$ cat src/rtl/game_ctrl.sv
// Memory-sequence game controller: shows a growing tile sequence, then checks the player's replay.
// Optional input-wait timeout is compiled in with GAME_CTRL_TIMEOUT_EN.
module game_ctrl #(
  parameter int unsigned SHOW_CYCLES    = 25000000,
  parameter int unsigned GAP_CYCLES     = 12500000,
  parameter int unsigned TIMEOUT_CYCLES = 250000000
) (
  input  logic        clk,
  input  logic        reset,
  input  logic        start,
  input  logic        any_key,
  input  logic        player_input,
  input  logic        check,
  output logic [17:0] seq,
  output logic [3:0]  seq_counter,
  output logic        playerEN,
  output logic        checkEN,
  output logic        show_valid,
  output logic [1:0]  show_tile,
  output logic [3:0]  round,
  output logic        win,
  output logic        lose
);

  localparam logic [3:0] S_IDLE     = 4'd0;
  localparam logic [3:0] S_GEN      = 4'd1;
  localparam logic [3:0] S_SHOW_ON  = 4'd2;
  localparam logic [3:0] S_SHOW_OFF = 4'd3;
  localparam logic [3:0] S_RELEASE  = 4'd4;
  localparam logic [3:0] S_WAIT_IN  = 4'd5;
  localparam logic [3:0] S_CHECK    = 4'd6;
  localparam logic [3:0] S_EVAL     = 4'd7;
  localparam logic [3:0] S_WIN      = 4'd8;
  localparam logic [3:0] S_LOSE     = 4'd9;

  logic [3:0]  state;
  logic [17:0] lfsr;
  logic [31:0] tmr;
  logic        more_tiles;
  logic [4:0]  tile_idx;
  logic [4:0]  tile_idx1;

`ifdef GAME_CTRL_TIMEOUT_EN
  logic [31:0] to_cnt;
`else
  logic unused_timeout;
  assign unused_timeout = ^TIMEOUT_CYCLES;
`endif

  // Another tile remains in the current round while the index is below round-1.
  assign more_tiles = (seq_counter < (round - 4'd1));

  always_ff @(posedge clk) begin
    if (reset) begin
      state       <= S_IDLE;
      lfsr        <= 18'h00001;
      seq         <= '0;
      seq_counter <= '0;
      round       <= '0;
      win         <= 1'b0;
      lose        <= 1'b0;
      tmr         <= '0;
`ifdef GAME_CTRL_TIMEOUT_EN
      to_cnt      <= '0;
`endif
    end else begin
      // x^18 + x^11 + 1, free-running in every state
      lfsr <= {lfsr[16:0], lfsr[17] ^ lfsr[10]};
      case (state)
        S_IDLE, S_WIN, S_LOSE: begin
          if (start) state <= S_GEN;
        end
        S_GEN: begin
          seq         <= lfsr;
          round       <= 4'd1;
          seq_counter <= '0;
          win         <= 1'b0;
          lose        <= 1'b0;
          tmr         <= '0;
          state       <= S_SHOW_ON;
        end
        S_SHOW_ON: begin
          if (tmr == SHOW_CYCLES - 1) begin
            tmr   <= '0;
            state <= S_SHOW_OFF;
          end else begin
            tmr <= tmr + 32'd1;
          end
        end
        S_SHOW_OFF: begin
          if (tmr == GAP_CYCLES - 1) begin
            tmr <= '0;
            if (more_tiles) begin
              seq_counter <= seq_counter + 4'd1;
              state       <= S_SHOW_ON;
            end else begin
              seq_counter <= '0;
              state       <= S_RELEASE;
            end
          end else begin
            tmr <= tmr + 32'd1;
          end
        end
        S_RELEASE: begin
          // Wait for every key to be up so one press is never counted twice.
          if (!any_key) begin
            state <= S_WAIT_IN;
`ifdef GAME_CTRL_TIMEOUT_EN
            to_cnt <= '0;
`endif
          end
        end
        S_WAIT_IN: begin
          if (player_input) begin
            state <= S_CHECK;
`ifdef GAME_CTRL_TIMEOUT_EN
          end else if (to_cnt == TIMEOUT_CYCLES - 1) begin
            lose  <= 1'b1;
            state <= S_LOSE;
          end else begin
            to_cnt <= to_cnt + 32'd1;
`endif
          end
        end
        S_CHECK: begin
          state <= S_EVAL;
        end
        S_EVAL: begin
          if (!check) begin
            lose  <= 1'b1;
            state <= S_LOSE;
          end else if (more_tiles) begin
            seq_counter <= seq_counter + 4'd1;
            state       <= S_RELEASE;
          end else if (round == 4'd9) begin
            win   <= 1'b1;
            state <= S_WIN;
          end else begin
            round       <= round + 4'd1;
            seq_counter <= '0;
            tmr         <= '0;
            state       <= S_SHOW_ON;
          end
        end
        default: state <= S_IDLE;
      endcase
    end
  end

  // Tile k is stored with its high bit at seq[2k] and low bit at seq[2k+1].
  assign tile_idx  = {seq_counter, 1'b0};
  assign tile_idx1 = tile_idx | 5'd1;

  always_comb begin
    show_valid = (state == S_SHOW_ON);
    playerEN   = (state == S_WAIT_IN);
    checkEN    = (state == S_CHECK);
    show_tile  = 2'b00;
    if (show_valid) show_tile = {seq[tile_idx], seq[tile_idx1]};
  end

endmodule

$ cat config.mk
export PLATFORM = sky130hd
export DESIGN_NAME = game_ctrl
export DESIGN_NICKNAME = d
export VERILOG_FILES = /design/src/rtl/game_ctrl.sv
export SDC_FILE = /design/constraint.sdc
export NUM_CORES = 1
export LEC_CHECK = 0
export CORE_ASPECT_RATIO = 2
export CORE_MARGIN = 8
export CORE_UTILIZATION = 35
export DETAILED_ROUTE_END_ITERATION = 6
export DONT_BUFFER_PORTS = 1
export SYNTH_ARGS = -nofsm -noshare
export SYNTH_HDL_FRONTEND = slang
export SYNTH_SLANG_ARGS = --single-unit
export TNS_END_PERCENT = 20
$ cat constraint.sdc
create_clock -name clk -period 2.8 [get_ports clk]
set_input_delay 0.28 -clock clk [delete_from_list [all_inputs] [get_ports clk]]
set_output_delay 0.28 -clock clk [all_outputs]
set_load 0.05 [all_outputs]
==> metrics.yaml <==
tightest_slew_ns: 0.668
std_cell_rows: 55
end_kind: "flip-flop"
post_cts_buffers: 0
worstPathArrival_ns: 2.80
min_path_cells: 1
period_share: 0.919
pin_count: 39
path_clk_slew_ns: 0.06
powerDensity_nw_per_um2: 706
start_kind: "flip-flop"
grt_antenna_before_repair: 0
tritoncts: "built"
cts_buffers: 9
async_reset_ff_frac: 0
dieArea_um2: 15400
drtPass1Iterations: 4
final_area_um2: 4730
drv_cap: 0
hold_violations: 0
holdCritStartpoint: "reset"
overflow: 0
num_antenna_cells: 0
num_vias: 3666
io_buffers: 0
core_um2: 11300
worstHoldPathType: "in -> reg"
period_needed_ns: 2.57
crit_path_max_fanout: 18
ir_drop_mv: 0.398
syn_avg_cell_area_um2: 8.25
skew_ns: 0.00541
place_area_um2: 4400
finalSetupViolCount: 0
ys_seq_area_frac: 0.408
grt_util_all_layers: 0.146
syn-cell-area_um2: 4030
place_congestion: 0.883
grt_pass1_wl_um: 18100
routed_wl_um: 11200
post-place-ws_ns: 0.0654
worst-setup-path-type: "reg -> reg"
rr_startpoint: "round[1]$_SDFFE_PP0P_"
worstPathRequired_ns: 3.02
clock_sinks: 82
h-tree-depth: 3
final_nets: 524
die_y_um: 168
rsz0062_at_grt: "false"
min_to: "tmr[1]$_SDFFE_PP0P_"
area_growth_syn_to_layout_pct: 17.5
drive_above_1_share: 0.138
power_leakage_nw: 1.58
first_iter_violations: 198
layout_commonest_cell: "dfxtp_1"
synth.distinct_cells: 61
drv_slew: 0
synth_edf_count: 0
worst_slack_ns: 0.226
synth_seq_cells: 82
max_slew_margin: 0.551
cts.path.max_buffers: 2
synth_top_area_share: 0.408
mostFrequentLayoutCells: "dfxtp_1, nand2_1, a21oi_1, buf_4, o21ai_0"
outcome: "complete, no violations"
drc_errors: 0
r2r_slack_ns: 0.23
die_w_um: 91.8
drt-wirelength-per-cell_um: 17.1
power_mw: 3.34
root_buffer: "clkbuf_16"
grt_pass1_vias: 3607
ys_top_cells_by_area: "dfxtp_1, nand2_1, a21oi_1, nor2b_1, o21ai_0"
max_freq_ghz: 0.389
syn_inst: 488
ant_nets: 0
grt_max_degree: 58
ys.flop_type: "dfxtp_1"
start_util: 0.357
synth_top_cell_by_area: "dfxtp_1"
clk_latency_ns: 0.33
rr_endpoint: "tmr[21]$_SDFFE_PP0P_"
r2r_cells: 9
setup-tns-final_ns: 0
viasPerCell: 5.59
yosysWarnings: 0
dpl.hpwl_um: 8310
syn_nets: 502
[report_power, final]
part | internal (mW) | switching (mW) | total [mW]
Clock | 0.781 | 0.466 | 1.25
Combinational | 0.283 | 0.533 | 0.816
Sequential | 1.20 | 0.0713 | 1.28
[sequential cells by signal, summed over array words and instances, names as in the netlist]
| register | count |
|---|---|
| seq | 18 |
| win | 1 |
| seq_counter | 4 |
| state | 4 |
| lfsr | 18 |
| lose | 1 |
| tmr | 32 |
| round | 4 |
[final cells by class]
class | instances | area (um^2)
clock inverter | 4 | 77.6
timing repair buffer | 34 | 268
sequential | 82 | 1650
multi-input combinational | 365 | 2260
fill | 1125 | 6560
clock buffer | 11 | 233
tap | 142 | 178
inverter | 18 | 67.6
[synthesized netlist by cell type, types with 3 or more instances]
cell / count
a21oi_1: 51
a22oi_1: 3
a31oi_1: 10
and2_1: 3
and3_1: 8
and4_1: 3
buf_2: 3
clkbuf_1: 18
dfxtp_1: 82
ha_1: 8
inv_1: 17
mux2i_1: 6
mux4_2: 4
nand2_1: 71
nand2b_1: 5
nand3_1: 20
nand3b_1: 4
nand4_1: 10
nand4b_1: 3
nor2_1: 22
nor2b_1: 20
nor3_1: 15
nor3b_1: 5
nor4_1: 7
o211ai_1: 3
o21ai_0: 23
o31ai_1: 6
or2_2: 4
or3_1: 7
or4_1: 5
xnor2_1: 4
xor2_1: 3
[metal layers]
layer | share of wire | GRT usage | vias to the layer above
li1 | - | - | 1811
met1 | 0.36 | 0.135 | 1747
met2 | 0.55 | 0.277 | 88
met3 | 0.056 | 0.0443 | 20
met4 | 0.027 | 0.0685 | 0
met5 | 0 | 0 | -
[worst max-delay path, stage by stage, from the launching register on]
cell	delay, ns
dfxtp_2	0.37
inv_1	0.08
ha_1	0.29
ha_1	0.29
o21ai_0	0.13
a211o_1	0.33
o31ai_2	0.29
a21oi_1	0.11
buf_4	0.21
a221o_1	0.36
[kinds of logic (layout without fill, tap and decap cells)]
logic type               Yosys count  after routing  synth area share
AND/OR/NAND/NOR                  220            220             0.293
AO/OA/AOI/OAI                    120            120             0.183
flip-flops                        82             82             0.408
buffers and inverters             41             67            0.0392
multiplexers                      10             10            0.0373
adder cells (fa/ha/maj)            8              8            0.0249
XOR/XNOR                           7              7            0.0152
[stage by stage]
| step | instances | hold slack [ns] | util |
|---|---|---|---|
| floorplan | 488 | 0.427 | - |
| global placement | 641 | 0.363 | 0.390 |
| detailed placement | 641 | 0.367 | 0.390 |
| CTS | 656 | 0.00903 | 0.418 |
| global route | 656 | 0.000745 | 0.419 |
| finish | 656 | 0.0127 | 0.419 |
[timing repair]
action,CTS,global route
resized for setup,0,4
hold buffers,0,0
endpoints found under the hold margin,0,0
setup endpoints to repair,0,13
[worst max-delay path by stage]
stage	from	endpoint	depth (start not counted)
2_1_floorplan	round[1]$_SDFFE_PP0P_	tmr[6]$_SDFFE_PP0P_	10
3_3_place_gp	round[1]$_SDFFE_PP0P_	tmr[22]$_SDFFE_PP0P_	10
3_5_place_dp	round[1]$_SDFFE_PP0P_	tmr[28]$_SDFFE_PP0P_	10
4_1_cts	round[1]$_SDFFE_PP0P_	tmr[16]$_SDFFE_PP0P_	10
5_1_grt	round[0]$_SDFFE_PP0P_	seq_counter[2]$_SDFFE_PP0P_	8
6_report	round[1]$_SDFFE_PP0P_	tmr[21]$_SDFFE_PP0P_	9
No activity file was read; power rests on OpenSTA's default activity.
